==> src/rtl/control_unit_mc_if.sv <==
// Control-unit <-> decoder/datapath bundle: instruction inputs, memory handshake, strobes, status.
// No latency of its own; carries only wires.
// The memory side holds mem_ready low to stretch an access; the control unit waits on it.
interface control_unit_mc_if #(
  parameter int OPCODE_W = 4,
  parameter int CNT_W    = 16
);
  logic [OPCODE_W-1:0] opcode;
  logic                zero;
  logic                mem_ready;
  logic                pc_en;
  logic                jmp;
  logic                ir_ld;
  logic                reg_wr;
  logic                alu_en;
  logic                mem_rd;
  logic                mem_wr;
  logic [1:0]          sel;
  logic                halted;
  logic                illegal;
  logic                bus_err;
  logic [CNT_W-1:0]    instr_cnt;
  logic [3:0]          pstate;
  logic [3:0]          nstate;

  // Control unit side
  modport master (
    input  opcode, zero, mem_ready,
    output pc_en, jmp, ir_ld, reg_wr, alu_en, mem_rd, mem_wr, sel,
    output halted, illegal, bus_err, instr_cnt, pstate, nstate
  );

  // Decoder / datapath / memory side
  modport slave (
    output opcode, zero, mem_ready,
    input  pc_en, jmp, ir_ld, reg_wr, alu_en, mem_rd, mem_wr, sel,
    input  halted, illegal, bus_err, instr_cnt, pstate, nstate
  );
endinterface

==> src/rtl/control_unit_mc.sv <==
// Multicycle control FSM: fetch/decode/execute sequencing with memory wait, traps and retire count.
// Strobes decode from present state (ir_ld/pc_en also follow mem_ready); nstate is combinational.
// Stalls in FETCH/IMM/LD/ST while mem_ready=0; traps to TRAP after MAX_WAIT stalled cycles.
module control_unit_mc #(
  parameter int OPCODE_W = 4,
  parameter int CNT_W    = 16,
  parameter int MAX_WAIT = 8
) (
  input  logic             clk,
  input  logic             reset,
  control_unit_mc_if.master cu
);

  localparam int WAIT_W = (MAX_WAIT > 0) ? $clog2(MAX_WAIT + 1) : 1;

  typedef enum logic [3:0] {
    S_RST    = 4'd0,
    S_FETCH  = 4'd1,
    S_DECODE = 4'd2,
    S_IMM    = 4'd3,
    S_LD     = 4'd4,
    S_EXEC   = 4'd5,
    S_ALU_WB = 4'd6,
    S_ST     = 4'd7,
    S_BR     = 4'd8,
    S_WB     = 4'd10,
    S_PC_INC = 4'd11,
    S_HALT   = 4'd12,
    S_TRAP   = 4'd13
  } state_t;

  state_t             state;
  state_t             nxt;
  logic [WAIT_W-1:0]  wait_cnt;
  logic [1:0]         sel_wb;
  logic               halted_q;
  logic               illegal_q;
  logic               bus_err_q;
  logic [CNT_W-1:0]   instr_cnt_q;

  logic               is_wait;
  logic               timeout;
  logic               op_illegal;
  logic [3:0]         op_lo;

  assign op_lo      = cu.opcode[3:0];
  // Any set bit above the 4-bit opcode field, or the reserved code F, is illegal.
  assign op_illegal = ((cu.opcode >> 4) != '0) || (op_lo == 4'hF);
  assign is_wait    = (state == S_FETCH) || (state == S_IMM) || (state == S_LD) || (state == S_ST);
  // A ready arriving on the MAX_WAIT-th stalled cycle still completes the access.
  assign timeout    = (MAX_WAIT > 0) && (wait_cnt == WAIT_W'(MAX_WAIT)) && !cu.mem_ready;

  // Next-state selection; opcode/zero only matter in DECODE, mem_ready only in wait states.
  always_comb begin
    nxt = state;
    case (state)
      S_RST:    nxt = S_FETCH;
      S_FETCH, S_IMM, S_LD, S_ST: begin
        if (cu.mem_ready) begin
          case (state)
            S_FETCH: nxt = S_DECODE;
            S_IMM:   nxt = S_WB;
            S_LD:    nxt = S_WB;
            default: nxt = S_PC_INC;
          endcase
        end else if (timeout) begin
          nxt = S_TRAP;
        end
      end
      S_DECODE: begin
        if (op_illegal) begin
          nxt = S_TRAP;
        end else begin
          case (op_lo)
            4'h0:    nxt = S_PC_INC;
            4'h8:    nxt = S_BR;
            4'h9:    nxt = cu.zero ? S_BR : S_PC_INC;
            4'hA:    nxt = cu.zero ? S_PC_INC : S_BR;
            4'hB:    nxt = S_HALT;
            4'hC:    nxt = S_IMM;
            4'hD:    nxt = S_LD;
            4'hE:    nxt = S_ST;
            default: nxt = S_EXEC;
          endcase
        end
      end
      S_EXEC:   nxt = S_ALU_WB;
      S_ALU_WB: nxt = S_PC_INC;
      S_WB:     nxt = S_PC_INC;
      S_PC_INC: nxt = S_FETCH;
      S_BR:     nxt = S_FETCH;
      S_HALT:   nxt = S_HALT;
      S_TRAP:   nxt = S_TRAP;
      default:  nxt = S_RST;
    endcase
  end

  // State, wait counter, write-back select, sticky status and retire counter.
  always_ff @(posedge clk or negedge reset) begin
    if (!reset) begin
      state       <= S_RST;
      wait_cnt    <= '0;
      sel_wb      <= 2'b00;
      halted_q    <= 1'b0;
      illegal_q   <= 1'b0;
      bus_err_q   <= 1'b0;
      instr_cnt_q <= '0;
    end else begin
      state <= nxt;
      if (nxt != state) begin
        wait_cnt <= '0;
      end else if (is_wait && !cu.mem_ready && (wait_cnt != WAIT_W'(MAX_WAIT))) begin
        wait_cnt <= wait_cnt + 1'b1;
      end
      if ((nxt == S_WB) && (state != S_WB)) begin
        sel_wb <= (state == S_IMM) ? 2'b10 : 2'b01;
      end
      if (nxt == S_HALT) begin
        halted_q <= 1'b1;
      end
      if ((state == S_DECODE) && (nxt == S_TRAP)) begin
        illegal_q <= 1'b1;
      end
      if (is_wait && (nxt == S_TRAP)) begin
        bus_err_q <= 1'b1;
      end
      if ((state == S_PC_INC) || (state == S_BR)) begin
        instr_cnt_q <= instr_cnt_q + CNT_W'(1);
      end
    end
  end

  // Strobe decode from present state; ir_ld and the IMM pc_en follow mem_ready directly.
  always_comb begin
    cu.pc_en  = 1'b0;
    cu.jmp    = 1'b0;
    cu.ir_ld  = 1'b0;
    cu.reg_wr = 1'b0;
    cu.alu_en = 1'b0;
    cu.mem_rd = 1'b0;
    cu.mem_wr = 1'b0;
    cu.sel    = 2'b00;
    case (state)
      S_FETCH:  begin cu.mem_rd = 1'b1; cu.ir_ld = cu.mem_ready; end
      S_IMM:    begin cu.mem_rd = 1'b1; cu.pc_en = cu.mem_ready; end
      S_LD:     cu.mem_rd = 1'b1;
      S_ST:     cu.mem_wr = 1'b1;
      S_EXEC:   cu.alu_en = 1'b1;
      S_ALU_WB: cu.reg_wr = 1'b1;
      S_WB:     begin cu.reg_wr = 1'b1; cu.sel = sel_wb; end
      S_BR:     begin cu.pc_en = 1'b1; cu.jmp = 1'b1; end
      S_PC_INC: cu.pc_en = 1'b1;
      default:  ;
    endcase
  end

  assign cu.pstate    = state;
  // While reset is held every output, next-state included, reads as zero.
  assign cu.nstate    = reset ? nxt : S_RST;
  assign cu.halted    = halted_q;
  assign cu.illegal   = illegal_q;
  assign cu.bus_err   = bus_err_q;
  assign cu.instr_cnt = instr_cnt_q;

endmodule

==> src/flat_wrapper.sv <==
// flat-port wrapper written by rule: the top's interface ports become plain ports
module control_unit_mc_flat 
#(
  parameter int OPCODE_W = 4,
  parameter int CNT_W    = 16,
  parameter int MAX_WAIT = 8
)
  (clk, reset, cu_opcode, cu_zero, cu_mem_ready, cu_pc_en, cu_jmp, cu_ir_ld, cu_reg_wr, cu_alu_en, cu_mem_rd, cu_mem_wr, cu_sel, cu_halted, cu_illegal, cu_bus_err, cu_instr_cnt, cu_pstate, cu_nstate);
  control_unit_mc_if #(.OPCODE_W(OPCODE_W), .CNT_W(CNT_W)) cu_i ();
  input  logic clk;
  input  logic reset;
  input wire logic [$bits(cu_i.opcode)-1:0] cu_opcode;
  input wire logic [$bits(cu_i.zero)-1:0] cu_zero;
  input wire logic [$bits(cu_i.mem_ready)-1:0] cu_mem_ready;
  output wire logic [$bits(cu_i.pc_en)-1:0] cu_pc_en;
  output wire logic [$bits(cu_i.jmp)-1:0] cu_jmp;
  output wire logic [$bits(cu_i.ir_ld)-1:0] cu_ir_ld;
  output wire logic [$bits(cu_i.reg_wr)-1:0] cu_reg_wr;
  output wire logic [$bits(cu_i.alu_en)-1:0] cu_alu_en;
  output wire logic [$bits(cu_i.mem_rd)-1:0] cu_mem_rd;
  output wire logic [$bits(cu_i.mem_wr)-1:0] cu_mem_wr;
  output wire logic [$bits(cu_i.sel)-1:0] cu_sel;
  output wire logic [$bits(cu_i.halted)-1:0] cu_halted;
  output wire logic [$bits(cu_i.illegal)-1:0] cu_illegal;
  output wire logic [$bits(cu_i.bus_err)-1:0] cu_bus_err;
  output wire logic [$bits(cu_i.instr_cnt)-1:0] cu_instr_cnt;
  output wire logic [$bits(cu_i.pstate)-1:0] cu_pstate;
  output wire logic [$bits(cu_i.nstate)-1:0] cu_nstate;
  assign cu_i.opcode = cu_opcode;
  assign cu_i.zero = cu_zero;
  assign cu_i.mem_ready = cu_mem_ready;
  assign cu_pc_en = cu_i.pc_en;
  assign cu_jmp = cu_i.jmp;
  assign cu_ir_ld = cu_i.ir_ld;
  assign cu_reg_wr = cu_i.reg_wr;
  assign cu_alu_en = cu_i.alu_en;
  assign cu_mem_rd = cu_i.mem_rd;
  assign cu_mem_wr = cu_i.mem_wr;
  assign cu_sel = cu_i.sel;
  assign cu_halted = cu_i.halted;
  assign cu_illegal = cu_i.illegal;
  assign cu_bus_err = cu_i.bus_err;
  assign cu_instr_cnt = cu_i.instr_cnt;
  assign cu_pstate = cu_i.pstate;
  assign cu_nstate = cu_i.nstate;
  control_unit_mc #(.OPCODE_W(OPCODE_W), .CNT_W(CNT_W), .MAX_WAIT(MAX_WAIT)) u_core (.clk(clk), .reset(reset), .cu(cu_i));
endmodule
==> config.mk <==
export PLATFORM = sky130hd
export DESIGN_NAME = control_unit_mc_flat
export DESIGN_NICKNAME = d
export VERILOG_FILES = /design/src/rtl/control_unit_mc_if.sv /design/src/rtl/control_unit_mc.sv /design/src/flat_wrapper.sv
export SDC_FILE = /design/constraint.sdc
export NUM_CORES = 1
export LEC_CHECK = 0
export BUFFER_PORTS_ARGS = -buffer_cell sky130_fd_sc_hd__buf_2
export CAP_MARGIN = 5
export CELL_PAD_IN_SITES_DETAIL_PLACEMENT = 0
export CELL_PAD_IN_SITES_GLOBAL_PLACEMENT = 2
export CORE_MARGIN = 3
export CORE_UTILIZATION = 31
export CTS_CLUSTER_DIAMETER = 30
export DETAILED_ROUTE_END_ITERATION = 12
export PLACE_DENSITY = 0.84
export RECOVER_POWER = 100
export SYNTH_ARGS = -nofsm -noshare
export SYNTH_HDL_FRONTEND = slang
export SYNTH_SLANG_ARGS = --single-unit
export TNS_END_PERCENT = 1
==> constraint.sdc <==
create_clock -name clk -period 2.6 [get_ports clk]
set_input_delay 0.39 -clock clk [delete_from_list [all_inputs] [get_ports clk]]
set_output_delay 0.39 -clock clk [all_outputs]
set_load 0.05 [all_outputs]
== Yosys cells after proc, flatten, opt, wreduce, memory -nomap -nowiden ==
Index checks and enable logic that the tools add are counted.
Cells by class
  multiplexer cells: 20
  reduce and logical (&&, ||, !) cells: 20
  $add $sub $neg: 2
  eq/ne operators: 27
Operators with widths (count)
  == test 4 bit, second input constant: 17
  one-hot mux 4 bit (8 select lines): 1
  one-hot mux 4 bit (7 select lines): 1
  2-to-1 mux 4 bit: 6
  adder 16 x 1 -> 16 bit, second input constant: 1
  == test 4 x 3 -> 1 bit, second input constant: 4
  == test 4 x 2 -> 1 bit, second input constant: 2
  zero test 4 bit: 2
  2-to-1 mux 2 bit: 4
  inequality test 4 bit, second input constant: 2
  one-hot mux 4 bit (2 select lines): 1
  logical AND 1 bit: 6
  2-to-1 mux 1 bit: 6
  OR reduction 2 bit: 3
  OR reduction 3 bit: 2
  adder 4 x 1 -> 4 bit, second input constant: 1
  == test 4 x 1 -> 1 bit, second input constant: 1
  logical OR 1 bit: 4
  inequality test 4 bit: 1
  OR reduction 4 bit: 1
  one-hot mux 1 bit (2 select lines): 1
  nonzero test 2 bit: 1
  zero test 1 bit: 1
Word-level totals
  input bits: 8
  output and inout bits: 36
  flip-flop bits (word level): 29

== Longest topological paths before layout ==
  word-level depth: 8
  depth in mapped cells: 8
  gate-level depth less buffers: 8

== Least setup slack after synthesis ==
No wires, ideal clock.
  path type: reg2out
  start point: reg u_core.state[2] (netlist: u_core.cu.pstate[2])
  end point: out cu_nstate[0]
  arrival: 2.315 ns
  data required time: 2.210 ns
  slack: -0.105 ns
  buffers on the path: 1
  cell stages (with the launch flop): 7
  path through: dfrtp_1 buf_4 nor2b_1 xnor2_1 nor4b_2 nor3_1 nor2b_1
On the way
  longest elaborated chain between the ends: 6
  elaborated cells between the ends (all ways): 21
RTL lines
  start, declared: RTL line control_unit_mc.sv:32  | state_t state;
  start signal, assigned: RTL line control_unit_mc.sv:109  | state <= nxt;
  == test 4 x 2 -> 1 bit or == test 4 x 3 -> 1 bit (tied branches): RTL line control_unit_mc.sv:56, control_unit_mc.sv:60
  OR reduction 2 bit (no line)
  one-hot mux 4 bit (2 select lines): RTL line control_unit_mc.sv:60  | case (state)
  2-to-1 mux 4 bit: RTL line control_unit_mc.sv:59  | if (cu.mem_ready) begin
  one-hot mux 4 bit (7 select lines) (*): RTL line control_unit_mc.sv:56  | case (state)
  2-to-1 mux 4 bit (*): RTL line control_unit_mc.sv:159  | assign cu.nstate = reset ? nxt : S_RST;
  end, declared: RTL line flat_wrapper.sv:28  | output wire logic [$bits(cu_i.nstate)-1:0] cu_nstate;
Mark *: on every way between the ends. The rest lies on a longest branch, timed or not.

== Worst setup path after layout ==
  start point: reg u_core.wait_cnt[0]
  end point: out cu_nstate[3]
On the way
  longest elaborated chain between the ends: 6
RTL lines
  start, declared: RTL line control_unit_mc.sv:34  | logic [WAIT_W-1:0] wait_cnt;
  start signal, assigned: RTL line control_unit_mc.sv:113  | wait_cnt <= wait_cnt + 1'b1;
  == test 4 bit: RTL line control_unit_mc.sv:51  | assign timeout = (MAX_WAIT > 0) && (wait_cnt == WAIT_W'(MAX_WAIT)) && !cu.mem_ready;
  logical AND 1 bit: RTL line control_unit_mc.sv:51
  2-to-1 mux 4 bit: RTL line control_unit_mc.sv:66  | end else if (timeout) begin
  2-to-1 mux 4 bit: RTL line control_unit_mc.sv:59
  one-hot mux 4 bit (7 select lines): RTL line control_unit_mc.sv:56
  net u_core.nxt[3]: RTL line control_unit_mc.sv:33  | state_t nxt;
  2-to-1 mux 4 bit: RTL line control_unit_mc.sv:159
The timed path passes the listed nets, and every way through them passes these cells.

==> impl_metrics.env <==
export IMPL_status="finished clean"
export IMPL_drive_gt1_share_pct=32.1
export IMPL_cts_tree="built"
export IMPL_synth_edf_count=0
export IMPL_wire_per_inst_um=13.5
export IMPL_fin_crit_ps=2510
export IMPL_pre_cts_slack_ps=234
export IMPL_worstSetupStartpointType="flop"
export IMPL_vias=1540
export IMPL_firstDrtPassIters=4
export IMPL_nNetsFinal=253
export IMPL_syn_cell_area_um2=1740
export IMPL_rsz0062_at_grt="true"
export IMPL_n_antenna_cell=0
export IMPL_crit_required_ps=2210
export IMPL_start_util_pct=33.0
export IMPL_maxCapViolations=0
export IMPL_final_cell_mix="42 x buf_2, 25 x dfrtp_1, 12 x nand2_1, 12 x xnor2_1"
export IMPL_core_um2=5270
export IMPL_grt_ovfl_total=0
export IMPL_dpl_hpwl_mm=3.30
export IMPL_hold_violations=0
export IMPL_power_mw=2.63
export IMPL_grt_first_pass_wirelength_mm=6.91
export IMPL_clock_latency_ps=270
export IMPL_cts_root_buf="clkbuf_8"
export IMPL_cp_max_fo=6
export IMPL_drt_initial_drc_count=60
export IMPL_vias_per_cell=4.92
export IMPL_critPathKind="reg -> out"
export IMPL_endpoint_kind="primary output"
export IMPL_grt_max_degree=21
export IMPL_max_freq_ghz=0.399
export IMPL_ir_worst_vdd_uv=530
export IMPL_fin_crit_sh_pct=96.5
export IMPL_yosysSeqAreaShare_pct=41.7
export IMPL_fin_ws_ps=91.4
export IMPL_ys_warnings_count=0
export IMPL_slew_viol_final=0
export IMPL_p_leak_nw=1.07
export IMPL_r2r_cells=9
export IMPL_syn_nets=199
export IMPL_startpoint="u_core.wait_cnt[0]"
export IMPL_synth_area_leaders="dfrtp_1 42%, xnor2_1 6.0%, xor2_1 3.5%, nor3_1 3.5%, nand2_1 2.6%"
export IMPL_totalNegativeSetupSlack_ps=0
export IMPL_avgSynthCellArea_um2=9.26
export IMPL_htreeDepth=2
export IMPL_clock_sinks=29
export IMPL_final_seq_area_um2=731
export IMPL_num_rows=26
export IMPL_antenna_found_initial=0
export IMPL_drc=0
export IMPL_ys_flop_type="dfrtp_1"
export IMPL_synthesis_instances=188
export IMPL_yosys_area_top_type_share_pct=41.7
export IMPL_grt_pass1_vias=1463
export IMPL_die_width_um=80.9
export IMPL_grt_use_total_pct=13.7
export IMPL_cts_buffer_depth=2
export IMPL_ys_ff_latch=29
export IMPL_die_h_um=80.9
export IMPL_syn_to_final_growth_pct=27.4
export IMPL_clkTransAtPathRegs_ps=70
export IMPL_multi_input_area_um2=952
export IMPL_min_path_type="in -> async"
export IMPL_slew_headroom_pct=55.1
export IMPL_ant_nets=0
export IMPL_top_level_ports=44
export IMPL_worst_slew_pin_slew_ps=667
export IMPL_fillers=565
export IMPL_die_area_um2=6550
export IMPL_layout_commonest_cell="buf_2"
export IMPL_setup_viol_count_final=0
export IMPL_synthArstFlopShare_pct=100
export IMPL_synth_largest_area_cell="dfrtp_1"
export IMPL_place_gp_congestion=0.870
export IMPL_arrival_ps=2120
export IMPL_io_buffers=43
export IMPL_cts_buffers_inserted=5
export IMPL_routed_wl_mm=4.23
export IMPL_finClkSkew_ps=5.41
export IMPL_synth_cell_types=47
export IMPL_power_density_nw_per_um2=1190
export IMPL_worst_hold_slack_ps=37.0
export IMPL_timing_rr_start="u_core.wait_cnt[0]"
export IMPL_final_core_util_pct=42.1
## through the flow
stage               cells  instance area (um^2)
CTS                   311                  2180
detailed placement    303                  2080
global route          313                  2220
global placement      303                  2080
floorplan             188                  1740
finish                313                  2220
## sequential cells by signal (all words and copies together), names as in the netlist
register and cells:
u_core.cu.instr_cnt 16, u_core.cu.illegal 1, u_core.cu.pstate 4, u_core.wait_cnt 4
u_core.cu.halted 1, u_core.cu.bus_err 1, u_core.sel_wb 2
## power by group
group	switching, mW	internal (mW)	leakage (nW)	total [mW]
clock	0.164	0.239	0.0542	0.403
sequential	0.166	0.553	0.378	0.719
combinational	1.01	0.501	0.638	1.51
total	1.34	1.29	1.07	2.63
## layer usage
layer / routed length, um / share of wire (%) / track usage [%]
met1: 1990 / 47 / 17.9
met2: 1990 / 47 / 21.8
met3: 213 / 5.0 / 3.66
met4: 39 / 0.92 / 4.56
met5: 0 / 0 / 0
## cell type report
cell class / instances / share of cell area (%)
clock buffer: 7 / 4.35
inverter: 11 / 1.86
sequential: 29 / 33.0
multi-input combinational: 141 / 42.9
clock inverter: 1 / 0.226
timing repair buffer: 54 / 13.7
tap: 70 / 3.95
## repair_timing
item / in CTS / in global routing
setup endpoints to repair: 3 / 4
hold buffers: 0 / 0
gates cloned: 0 / 0
pin swaps: 0 / 2
setup buffers: 0 / 2
resized for setup: 4 / 9
## critical path: stages, from the launching register on
cell and delay [ps]:
dfrtp_1 390, inv_1 60, ha_1 180, and3b_2 240
o21ai_0 160, nor2_1 80, a211o_1 340, and2_1 180
buf_2 200
## cell families (layout without fill, tap and decap cells)
group | Yosys count | after routing | synth area share (%)
adders and majority gates | 4 | 4 | 2.73
xor gates and xnor gates | 19 | 19 | 9.56
muxes | 3 | 3 | 1.80
buffers and inverters | 18 | 73 | 4.53
DFF | 29 | 29 | 41.7
AOI/OAI and AO/OA | 36 | 36 | 14.3
and+or+nand+nor | 79 | 79 | 25.4
## path summary, 6_finish.rpt
kind | to | slack [ps]
hold reg to reg | u_core.cu.bus_err | 470
setup reg to reg | u_core.wait_cnt[2] | 360
max in group asynchronous | u_core.cu.pstate[3] | 2020
hold / removal | u_core.cu.instr_cnt[12] | 40
setup / recovery | cu_nstate[3] | 90
min in group clk | u_core.cu.bus_err | 470
## synth_stat cells (2+ instances only)
cell	n
nand4_1	5
buf_2	3
a2111oi_0	2
o21a_1	2
xnor2_1	12
nor3_2	2
o21ai_0	8
and2_1	5
a31o_2	2
o21bai_1	2
nor4_1	3
mux2i_1	2
and3_1	3
a211o_1	3
nor3_1	12
nand2_1	12
dfrtp_1	29
buf_4	2
clkbuf_1	2
inv_1	11
nand2b_1	3
or3_1	2
xor2_1	7
nand3_1	6
nor2_1	11
o211ai_1	2
nand3b_1	2
ha_1	3
nor2b_1	7
a21oi_1	6
Note: power is estimated with default switching activity, not from simulation.
